--- config.mk ---
export PLATFORM = sky130hd
export DESIGN_NAME = cascade_counter
export DESIGN_NICKNAME = d
export VERILOG_FILES = /design/src/rtl/cnt_pkg.sv /design/src/rtl/counter_slice.sv /design/src/rtl/cascade_counter.sv
export SDC_FILE = /design/constraint.sdc
export NUM_CORES = 1
export LEC_CHECK = 0
export CAP_MARGIN = 5
export CORE_UTILIZATION = 29
export DETAILED_ROUTE_END_ITERATION = 10
export PLACE_DENSITY = 0.61
export SYNTH_ARGS = -nofsm -noshare
export SYNTH_HDL_FRONTEND = slang
export SYNTH_SLANG_ARGS = --single-unit
export TNS_END_PERCENT = 5
--- constraint.sdc ---
create_clock -name clk -period 3.4 [get_ports clk]
set_input_delay 0.85 -clock clk [delete_from_list [all_inputs] [get_ports clk]]
set_output_delay 0.85 -clock clk [all_outputs]
set_load 0.005 [all_outputs]
--- src/rtl/cnt_pkg.sv ---
// Shared definitions for the cascade counter slice.
//   op_e      : the single operation applied to the whole counter in a cycle
//   MODE_WRAP : sat value for modulo wrap at the limits
//   MODE_SAT  : sat value for clamping at 0 / 2^W-1
package cnt_pkg;

  typedef enum logic [1:0] {
    OP_HOLD = 2'd0,
    OP_LOAD = 2'd1,
    OP_UP   = 2'd2,
    OP_DOWN = 2'd3
  } op_e;

  localparam logic MODE_WRAP = 1'b0;
  localparam logic MODE_SAT  = 1'b1;

endpackage : cnt_pkg

--- src/rtl/counter_slice.sv ---
// One SLICE_W-bit digit of the cascaded counter.
// Ports:
//   clk, rst_n         : shared clock, asynchronous active-low reset
//   din [SLICE_W-1:0]  : parallel load value for this digit
//   ld                 : load din (overrides everything else)
//   cin_up / bin_dn    : carry-in / borrow-in from the next lower digit
//   hold               : saturation freeze decided by the top level
//   q   [SLICE_W-1:0]  : registered digit value
//   cout_up / bout_dn  : combinational carry / borrow to the next digit
module counter_slice #(
  parameter int SLICE_W = 2
) (
  input  logic               clk,
  input  logic               rst_n,
  input  logic [SLICE_W-1:0] din,
  input  logic               ld,
  input  logic               cin_up,
  input  logic               bin_dn,
  input  logic               hold,
  output logic [SLICE_W-1:0] q,
  output logic               cout_up,
  output logic               bout_dn
);

  // A digit passes the carry on only when it is about to roll over.
  assign cout_up = cin_up & (&q);
  assign bout_dn = bin_dn & ~(|q);

  always_ff @(posedge clk or negedge rst_n) begin
    if (!rst_n) begin
      q <= '0;
    end else if (ld) begin
      q <= din;
    end else if (hold) begin
      q <= q;
    end else if (cin_up) begin
      q <= q + SLICE_W'(1);
    end else if (bin_dn) begin
      q <= q - SLICE_W'(1);
    end
  end

endmodule : counter_slice

--- src/rtl/cascade_counter.sv ---
// Synchronous up/down counter built from NUM_SLICES cascaded digits with
// combinational carry/borrow, optional saturation and overflow/underflow
// flags.
// Ports:
//   clk, rst_n            : clock, asynchronous active-low reset
//   en                    : global enable (flag clear works regardless)
//   ld, din [W-1:0]       : parallel load
//   incr, decr            : step requests (both together = hold)
//   sat                   : 0 = wrap at the limits, 1 = clamp
//   clr_flags             : clear the sticky flags
//   count [W-1:0]         : registered count
//   ovf, unf              : registered one-cycle limit pulses
//   ovf_sticky, unf_sticky: latched versions of the pulses
//   at_max, at_zero       : combinational limit decodes of count
module cascade_counter
  import cnt_pkg::*;
#(
  parameter int SLICE_W    = 2,
  parameter int NUM_SLICES = 4,
  localparam int W         = SLICE_W * NUM_SLICES
) (
  input  logic         clk,
  input  logic         rst_n,
  input  logic         en,
  input  logic         ld,
  input  logic [W-1:0] din,
  input  logic         incr,
  input  logic         decr,
  input  logic         sat,
  input  logic         clr_flags,
  output logic [W-1:0] count,
  output logic         ovf,
  output logic         unf,
  output logic         ovf_sticky,
  output logic         unf_sticky,
  output logic         at_max,
  output logic         at_zero
);

  op_e                 op;
  logic                hold;
  logic [NUM_SLICES:0] carry;
  logic [NUM_SLICES:0] borrow;
  logic                ovf_p0;
  logic                unf_p0;

  always_comb begin
    op = OP_HOLD;
    if (!en)               op = OP_HOLD;
    else if (ld)           op = OP_LOAD;
    else if (incr && !decr) op = OP_UP;
    else if (decr && !incr) op = OP_DOWN;
    else                   op = OP_HOLD;
  end

  assign at_max  = &count;
  assign at_zero = ~(|count);

  // Clamping is a whole-counter decision: freezing every digit keeps the
  // partially propagated carry from corrupting the lower digits.
  assign hold = (sat == MODE_SAT) &&
                (((op == OP_UP) && at_max) || ((op == OP_DOWN) && at_zero));

  assign carry[0]  = (op == OP_UP);
  assign borrow[0] = (op == OP_DOWN);

  for (genvar k = 0; k < NUM_SLICES; k++) begin : g_slice
    counter_slice #(
      .SLICE_W (SLICE_W)
    ) u_slice (
      .clk     (clk),
      .rst_n   (rst_n),
      .din     (din[k*SLICE_W +: SLICE_W]),
      .ld      (op == OP_LOAD),
      .cin_up  (carry[k]),
      .bin_dn  (borrow[k]),
      .hold    (hold),
      .q       (count[k*SLICE_W +: SLICE_W]),
      .cout_up (carry[k+1]),
      .bout_dn (borrow[k+1])
    );
  end

  // The carry out of the top digit is exactly "step up attempted at max".
  assign ovf_p0 = carry[NUM_SLICES];
  assign unf_p0 = borrow[NUM_SLICES];

  // ---- stage boundary: limit pulses and sticky flags ----
  always_ff @(posedge clk or negedge rst_n) begin
    if (!rst_n) begin
      ovf        <= 1'b0;
      unf        <= 1'b0;
      ovf_sticky <= 1'b0;
      unf_sticky <= 1'b0;
    end else begin
      ovf <= ovf_p0;
      unf <= unf_p0;
      // Set beats clear when both land in the same cycle.
      if (ovf_p0)         ovf_sticky <= 1'b1;
      else if (clr_flags) ovf_sticky <= 1'b0;
      if (unf_p0)         unf_sticky <= 1'b1;
      else if (clr_flags) unf_sticky <= 1'b0;
    end
  end

endmodule : cascade_counter

==> run summary, run 1 <==
status - finished clean
drt wl/cell - 13.4 µm
drt first pass iters - 4
wl on met1 - 877 µm
Synth Warn # - 0
crit path to - g_slice[0].u_slice.q[1]
Hold Buf Count CTS - 0
remaining antenna violation count - 0
die area - 2940 µm²
asr flop ratio synth - 100%
r2r endpoint - g_slice[0].u_slice.q[1]
Int Pwr - 0.347 mW
CP cell instances - clkdlybuf4s50_1 -> inv_1 -> ha_1 -> or4bb_2 -> nor3_1 -> o21ai_2 -> and3_4 -> mux2_4
CTS Buf Count - 3
post-DP HPWL - 1530 µm
GRT Residual Overflow - 0
CTS H-tree depth - 1
cts repair resizes - 0
sequential fraction of design power - 40.9%
Vias - 742
sw power - 0.163 mW
RSZ-0062 raised after global routing - no
Hold WS - 483 ps
GRT Resource Usage Total - 15.1%
Worst Path Arrival - 3260 ps
setup bufs post-CTS - 0
largest net degree at the start of global routing - 13
R2R setup slack - 1160 ps
slowest stage delay, CP - 660 ps
post-synthesis sequential area ratio - 37.9%
Gate power share - 36.3%
cell taking the most area after synthesis - dfrtp_1
commonest non-fill, non-tap cell in the layout - clkdlybuf4s50_1
Critical Path Fanout Max - 4
#FFs+latches synth - 12
Setup crit end kind - flop
Slew Limit Headroom - 63.7%
Num Clock Sinks - 12
commonest cells after routing, fill and taps aside - clkdlybuf4s50_1 (29), dfrtp_1 (12), nor2_1 (9)
vias in the first global route - 630
syn_nets - 98
met3 WL - 169 µm
Final period util - 90.7%
Die Wd - 54.3 µm
vias per std cell - 5.19
total of max-cap violations - 0
drt drc - 0
Placement Rows - 18
Worst EP required - 3570 ps
first-pass GRT wire length - 3040 µm
chip height - 54.3 µm
setup TNS - 0 ps
Peak VDD IR - 240 µV
synth top area cells - dfrtp_1 (38%), xnor2_1 (6.6%), nor2_1 (4.3%)
Port Buffers - 29
Final Skew - 4.88 ps
crit path launch - incr
Reg2Reg Depth - 5
Final Hold Vio Count - 0
CTS tree - built
worst-margin pin slew - 542 ps
DRT iter0 DRCs - 8
Distinct cells, synth - 31
static leakage power - 0.475 nW
clk buf depth - 2
P&R area growth vs syn - 45.2%
Design Power - 0.510 mW
kind of critical path - in2reg
finished layout cell area - 1150 µm²
Detailed Route WL - 1920 µm
Placed Area - 1110 µm²
Min Clock Period, post-route - 3080 ps
initial antenna violation count - 0
FMAX - 324 MHz
GPL Wtd Cong - 0.813
Final #Nets - 131
clock latency on the worst-skew pair - 280 ps
# IOs - 30
Primary FF master, synth - dfrtp_1
Setup violations, final - 0
Hold WC Path Type - reg2reg
switch share - 32.0%
final max-slew violation count - 0
Worst setup SP type - input port
synthesized cell area - 792 µm²
reg-to-reg startpoint - g_slice[2].u_slice.q[1]
Synth Area per Inst - 9.78 µm²
core area - 2520 µm²
share of layout cells above drive strength 1 - 18.6%
Post-synth EDFFs - 0
Gate Count Post-Synth - 81
Root Driver - clkbuf_4
routed length on met2 - 831 µm
top cell type's share of synthesized area - 37.9%
Initial Util - 31.4%
FILL cells - 251
clock group share of total power - 22.8%
crit path max-delay cell type - or4bb_2
CTS clk-pin slew, worst paths - 80 ps
number of diodes - 0
Power Density - 444 nW/µm²
Max Used Layer - met4
power groups by stage:
stage | sequential (mW) | clock, mW | combinational [mW]
floorplan | 0.199 | 0 | 0.112
global placement | 0.212 | 0 | 0.184
detailed placement | 0.210 | 0 | 0.186
CTS | 0.209 | 0.121 | 0.187
global route | 0.214 | 0.127 | 0.202
finish | 0.209 | 0.116 | 0.185
worst min-delay path by stage:
stage / from / endpoint / slack, ps / depth (start not counted)
3_5_place_dp: unf_sticky / unf_sticky / 470 / 1
4_1_cts: unf_sticky / unf_sticky / 490 / 1
2_1_floorplan: unf_sticky / unf_sticky / 480 / 1
6_report: unf_sticky / unf_sticky / 480 / 1
3_3_place_gp: unf_sticky / unf_sticky / 470 / 1
5_1_grt: unf_sticky / unf_sticky / 490 / 1
cells by family (layout without fill, tap and decap cells):
group	count (synthesis)	after routing	share of synthesized area, %
DFF	12	12	37.9
muxes	2	2	3.79
adders and majority gates	1	1	1.58
and+or+nand+nor	33	33	25.0
buffers and inverters	5	37	3.63
AOI/OAI and AO/OA	21	21	20.4
xor gates and xnor gates	7	7	7.74
flip-flops by register name, indices dropped and copies added (netlist names):
signal	flops
g_slice.u_slice.q	8
ovf	1
ovf_sticky	1
unf	1
unf_sticky	1
synthesized netlist by cell type (all sizes together) (2+ instances only):
master	instances
nor2	9
mux2	2
a221o	3
xnor2	6
nor3	6
nor4	2
o21ai	5
clkbuf	2
nand2	8
or4	2
dfrtp	12
a21oi	3
inv	2
a22o	3
a21o	4
area by class of cell:
cell class,count,area (µm²),share of cell area [%]
inverter,2,7.51,0.653
sequential,12,300,26.1
clock buffer,4,36.3,3.16
tap,30,37.5,3.26
timing repair buffer,31,305,26.6
multi-input combinational,64,463,40.3
metal layers:
layer / vias up / track usage (%)
met3: 5 / 6.67
met1: 342 / 20.1
met2: 30 / 20.9
met4: 0 / 6.41
met5: - / 0
li1: 365 / -
metrics by stage:
step	cells	utilization [%]	worst slack, ps
4_1_cts	143	45.6	327
3_5_place_dp	139	44.1	24.0
2_1_floorplan	81	-	574
5_1_grt	143	45.6	234
6_report	143	45.6	315
3_3_place_gp	139	44.1	85.5
worst max-delay path: cells and delay by family:
kind / cells / cell delay (ps)
adders and majority gates: 1 / 310
muxes: 1 / 280
AOI/OAI and AO/OA: 1 / 110
buffers and inverters: 2 / 490
and+or+nand+nor: 3 / 1210
No activity file was read; power rests on OpenSTA's default activity.
==> inputs of run 2 (changes only) <==
RECOVER_POWER = 25   (was not set)
==> run 2 against run 1 <==
Compared with the run above:
- via count stayed put
- utilization unchanged
- register-to-register slack hardly changed
- combinational power hardly changed
- cell area unchanged
- final cell count unchanged
- total power about the same
- setup slack is the same
- critical endpoint unchanged
- largest power group unchanged
- highest routed layer unchanged
==> run summary, run 2 (synthesized netlist as in run 1, its figures left out) <==
Hold Buf Count CTS - 0 (unchanged)
Worst setup SP type - input port (unchanged)
worst-margin pin slew - 548 ps (was 542 ps)
CTS H-tree depth - 1 (unchanged)
Worst EP required - 3570 ps (about the same)
clock latency on the worst-skew pair - 280 ps (about the same)
Die Wd - 54.3 µm (unchanged)
Critical Path Fanout Max - 4 (unchanged)
Vias - 742 (unchanged)
Int Pwr - 0.347 mW (about the same)
cts repair resizes - 0 (unchanged)
Final period util - 90.7% (unchanged)
setup TNS - 0 ps (unchanged)
crit path max-delay cell type - or4bb_2 (unchanged)
P&R area growth vs syn - 45.2% (unchanged)
Setup crit end kind - flop (unchanged)
crit-path leading delay family - simple AND/OR/NAND/NOR gates (unchanged)
Worst Path Arrival - 3260 ps (about the same)
Power Density - 443 nW/µm² (was 444 nW/µm²)
Setup violations, final - 0 (unchanged)
Num Clock Sinks - 12 (unchanged)
DRT iter0 DRCs - 8 (unchanged)
commonest non-fill, non-tap cell in the layout - clkdlybuf4s50_1 (unchanged)
# IOs - 30 (unchanged)
total of max-cap violations - 0 (unchanged)
Design Power - 0.510 mW (about the same)
FILL cells - 251 (unchanged)
drt wl/cell - 13.4 µm (unchanged)
Initial Util - 31.4% (unchanged)
CTS clk-pin slew, worst paths - 80 ps (about the same)
GRT Residual Overflow - 0 (unchanged)
GRT Resource Usage Total - 15.1% (unchanged)
vias per std cell - 5.19 (unchanged)
kind of critical path - in2reg (unchanged)
commonest cells after routing, fill and taps aside - clkdlybuf4s50_1 (28), dfrtp_1 (12), nor2_1 (9) (was clkdlybuf4s50_1 (29), dfrtp_1 (12), nor2_1 (9))
switch share - 32.0% (about the same)
CTS tree - built (unchanged)
Slew Limit Headroom - 63.4% (was 63.7%)
number of diodes - 0 (unchanged)
post-DP HPWL - 1530 µm (unchanged)
Final Hold Vio Count - 0 (unchanged)
drt first pass iters - 4 (unchanged)
Root Driver - clkbuf_4 (unchanged)
die area - 2940 µm² (unchanged)
sequential fraction of design power - 40.9% (about the same)
CP cell instances - clkdlybuf4s50_1 -> inv_1 -> ha_1 -> or4bb_2 -> nor3_1 -> o21ai_2 -> and3_4 -> mux2_4 (unchanged)
core area - 2520 µm² (unchanged)
Peak VDD IR - 240 µV (about the same)
vias in the first global route - 630 (unchanged)
static leakage power - 0.475 nW (about the same)
Detailed Route WL - 1920 µm (unchanged)
share of layout cells above drive strength 1 - 18.6% (unchanged)
clk buf depth - 2 (unchanged)
Placement Rows - 18 (unchanged)
Hold WC Path Type - reg2reg (unchanged)
Min Clock Period, post-route - 3080 ps (unchanged)
non-filler cells in the finished layout - 143 (unchanged)
final max-slew violation count - 0 (unchanged)
initial antenna violation count - 0 (unchanged)
number of flip-flops in the largest register - 8 (unchanged)
Port Buffers - 29 (unchanged)
Buf+Inv Stages, Crit Path - 2 (unchanged)
most flop-heavy register - g_slice.u_slice.q (unchanged)
RSZ-0062 raised after global routing - no (unchanged)
drt drc - 0 (unchanged)
GPL Wtd Cong - 0.813 (unchanged)
Final Skew - 4.88 ps (unchanged)
setup bufs post-CTS - 0 (unchanged)
CTS Buf Count - 3 (unchanged)
remaining antenna violation count - 0 (unchanged)
slowest stage delay, CP - 660 ps (about the same)
chip height - 54.3 µm (unchanged)
largest net degree at the start of global routing - 13 (unchanged)
Post-Place Cells - 139 (unchanged)
first-pass GRT wire length - 3040 µm (unchanged)
status - finished clean (unchanged)
fin util - 45.6% (unchanged)
clock group share of total power - 22.8% (about the same)
sw power - 0.163 mW (about the same)
Final #Nets - 131 (unchanged)
FMAX - 324 MHz (unchanged)
Gate power share - 36.3% (about the same)
[run 2: cell count changes in the layout (fill, tap and decap cells not counted), sizes merged]
cell,change
dlygate4sd3,+1
clkdlybuf4s50,-1
[run 2: power by group through the flow]
stage          logic (mW)  clock network (mW)  registers [mW]
3_5_place_dp        0.186                   0           0.210
4_1_cts             0.187               0.121           0.209
5_1_grt             0.202               0.127           0.214
3_3_place_gp        0.184                   0           0.212
2_1_floorplan       0.112                   0           0.199
6_report            0.185               0.116           0.209
[run 2: final timing paths]
check,endpoint,slack [ps],cells after the start,startpoint
worst max-delay path,g_slice[0].u_slice.q[1],320,8,incr
worst min register to register,unf_sticky,480,1,unf_sticky
min in group asynchronous,g_slice[1].u_slice.q[1],990,1,rst_n
worst max register to register,g_slice[0].u_slice.q[1],1160,5,g_slice[2].u_slice.q[1]
worst min-delay path,unf_sticky,480,1,unf_sticky
max in group asynchronous,ovf_sticky,2050,1,rst_n
[run 2: stage by stage]
stage	setup WS, ps	hold slack [ps]	area [µm²]
global placement	85.5	466	1110
floorplan	574	477	792
finish	315	483	1150
detailed placement	24.0	471	1110
CTS	327	489	1150
global route	234	492	1150
[run 2: layer usage]
metal / share of wire (%) / vias to the layer above / GRT usage, %
li1: - / 365 / -
met1: 46 / 342 / 20.1
met2: 43 / 30 / 20.9
met3: 8.8 / 5 / 6.67
met4: 2.0 / 0 / 6.41
met5: 0 / - / 0
[run 2: layout make-up]
class	count	area (µm²)	share of cell area (%)
flip-flops and latches	12	300	26.1
multi-input cells	64	463	40.3
repair buffers	31	305	26.6
inverters	2	7.51	0.653
clock buffers	4	36.3	3.16
well taps	30	37.5	3.26
==> inputs of run 3 (changes only) <==
GPL_TIMING_DRIVEN = 0   (was not set)
==> run 3 against run 2 <==
Compared with the run above:
- combinational power rose by 4%
- sequential share of layout area fell by 0.14 points
- setup slack got worse by 42 ps
- non-clock buffer count rose by 1
- largest cell class unchanged
==> run summary, run 3 (synthesized netlist as in run 1, its figures left out) <==
setup TNS - 0 ps (unchanged)
Min Clock Period, post-route - 3130 ps (was 3080 ps)
Final Hold Vio Count - 0 (unchanged)
largest net degree at the start of global routing - 13 (unchanged)
remaining antenna violation count - 0 (unchanged)
Final period util - 92.0% (was 90.7%)
chip height - 54.3 µm (unchanged)
Setup crit end kind - flop (unchanged)
core area - 2520 µm² (unchanged)
drt drc - 0 (unchanged)
commonest non-fill, non-tap cell in the layout - clkdlybuf4s50_1 (unchanged)
cts repair resizes - 0 (unchanged)
CTS H-tree depth - 1 (unchanged)
Hold WC Path Type - reg2reg (unchanged)
GPL Wtd Cong - 0.795 (was 0.813)
initial antenna violation count - 0 (unchanged)
die area - 2940 µm² (unchanged)
number of flip-flops in the largest register - 8 (unchanged)
number of diodes - 0 (unchanged)
final max-slew violation count - 0 (unchanged)
setup bufs post-CTS - 0 (unchanged)
Hold Buf Count CTS - 0 (unchanged)
RSZ-0062 raised after global routing - no (unchanged)
CTS clk-pin slew, worst paths - 70 ps (was 80 ps)
Initial Util - 31.4% (unchanged)
Root Driver - clkbuf_4 (unchanged)
CP cell instances - clkdlybuf4s50_1 -> inv_1 -> ha_1 -> or4b_4 -> buf_6 -> nor4_4 -> o21ai_2 -> and3_4 -> mux2_4 (was clkdlybuf4s50_1 -> inv_1 -> ha_1 -> or4bb_2 -> nor3_1 -> o21ai_2 -> and3_4 -> mux2_4)
Slew Limit Headroom - 61.7% (was 63.4%)
clock latency on the worst-skew pair - 280 ps (about the same)
Placement Rows - 18 (unchanged)
Critical Path Fanout Max - 5 (was 4)
CTS tree - built (unchanged)
most flop-heavy register - g_slice.u_slice.q (unchanged)
Port Buffers - 29 (unchanged)
Worst Path Arrival - 3290 ps (was 3260 ps)
fin util - 45.8% (was 45.6%)
dpl ws - -36.0 ps (was 24.0 ps)
Power Density - 444 nW/µm² (was 443 nW/µm²)
Vias - 716 (was 742)
Final #Nets - 132 (was 131)
share of layout cells above drive strength 1 - 19.3% (was 18.6%)
# IOs - 30 (unchanged)
post-DP HPWL - 1420 µm (was 1530 µm)
Final WS setup - 273 ps (was 315 ps)
worst-margin pin slew - 573 ps (was 548 ps)
Peak VDD IR - 265 µV (was 240 µV)
drt wl/cell - 12.6 µm (was 13.4 µm)
total of max-cap violations - 0 (unchanged)
GRT Residual Overflow - 0 (unchanged)
clk buf depth - 2 (unchanged)
Num Clock Sinks - 12 (unchanged)
first-pass GRT wire length - 2750 µm (was 3040 µm)
Setup violations, final - 0 (unchanged)
commonest cells after routing, fill and taps aside - clkdlybuf4s50_1 (28), dfrtp_1 (12), nor2_1 (9) (unchanged)
FMAX - 320 MHz (was 324 MHz)
Final Skew - 12.1 ps (was 4.88 ps)
vias in the first global route - 617 (was 630)
slowest stage delay, CP - 490 ps (was 660 ps)
CTS Buf Count - 3 (unchanged)
Worst EP required - 3560 ps (was 3570 ps)
vias per std cell - 4.97 (was 5.19)
status - finished clean (unchanged)
GRT Resource Usage Total - 13.6% (was 15.1%)
Die Wd - 54.3 µm (unchanged)
static leakage power - 0.480 nW (was 0.475 nW)
Worst setup SP type - input port (unchanged)
Design Power - 0.513 mW (was 0.510 mW)
drt first pass iters - 4 (unchanged)
Detailed Route WL - 1810 µm (was 1920 µm)
crit path max-delay cell type - or4b_4 (was or4bb_2)
kind of critical path - in2reg (unchanged)
P&R area growth vs syn - 46.0% (was 45.2%)
DRT iter0 DRCs - 4 (was 8)
[run 3: changes by cell type in the layout (fill, tap and decap cells not counted)]
cell      change
buf_4         -2
clkbuf_2      +2
buf_6         +1
[run 3: report_power, final]
part	switching, mW	internal, mW	total [mW]
Clock	0.0521	0.0651	0.117
Sequential	0.0389	0.165	0.204
Combinational	0.0724	0.120	0.192
Total	0.163	0.350	0.513
[run 3: routing by layer]
metal	up-vias	wire length [µm]	global-route usage [%]
met4	0	10	3.85
met2	25	809	19.7
met5	-	0	0
li1	367	-	-
met1	322	874	18.6
met3	2	116	5.28
[run 3: layout make-up]
class	instances	area, µm²
flip-flops and latches	12	300
multi-input cells	64	463
fillers	253	1370
clock buffers	4	36.3
repair buffers	29	290
inverters	2	7.51
plain buffers	3	21.3
well taps	30	37.5
[run 3: stage by stage]
stage	instance area, µm²	cells	hold slack, ps
after floorplan	792	81	477
after global placement	1120	140	466
after detailed placement	1120	140	472
after CTS	1160	144	490
after global routing	1160	144	509
final	1160	144	481
[run 3: final timing paths]
check / from / end / slack (ps) / cells past startpoint
min reg2reg: unf_sticky / unf_sticky / 480 / 1
min: unf_sticky / unf_sticky / 480 / 1
max reg2reg: g_slice[2].u_slice.q[1] / g_slice[0].u_slice.q[1] / 1140 / 5
max in group asynchronous: rst_n / unf_sticky / 2020 / 1
min in group asynchronous: rst_n / g_slice[2].u_slice.q[1] / 990 / 1
max: incr / g_slice[0].u_slice.q[1] / 270 / 9
[run 3: worst max-delay path: cells and delay by family]
family                   cells  cell delay, ps
adder cells (fa/ha/maj)      1             310
multiplexers                 1             290
AO/OA/AOI/OAI                1             170
AND/OR/NAND/NOR              3            1040
buffers and inverters        3             640
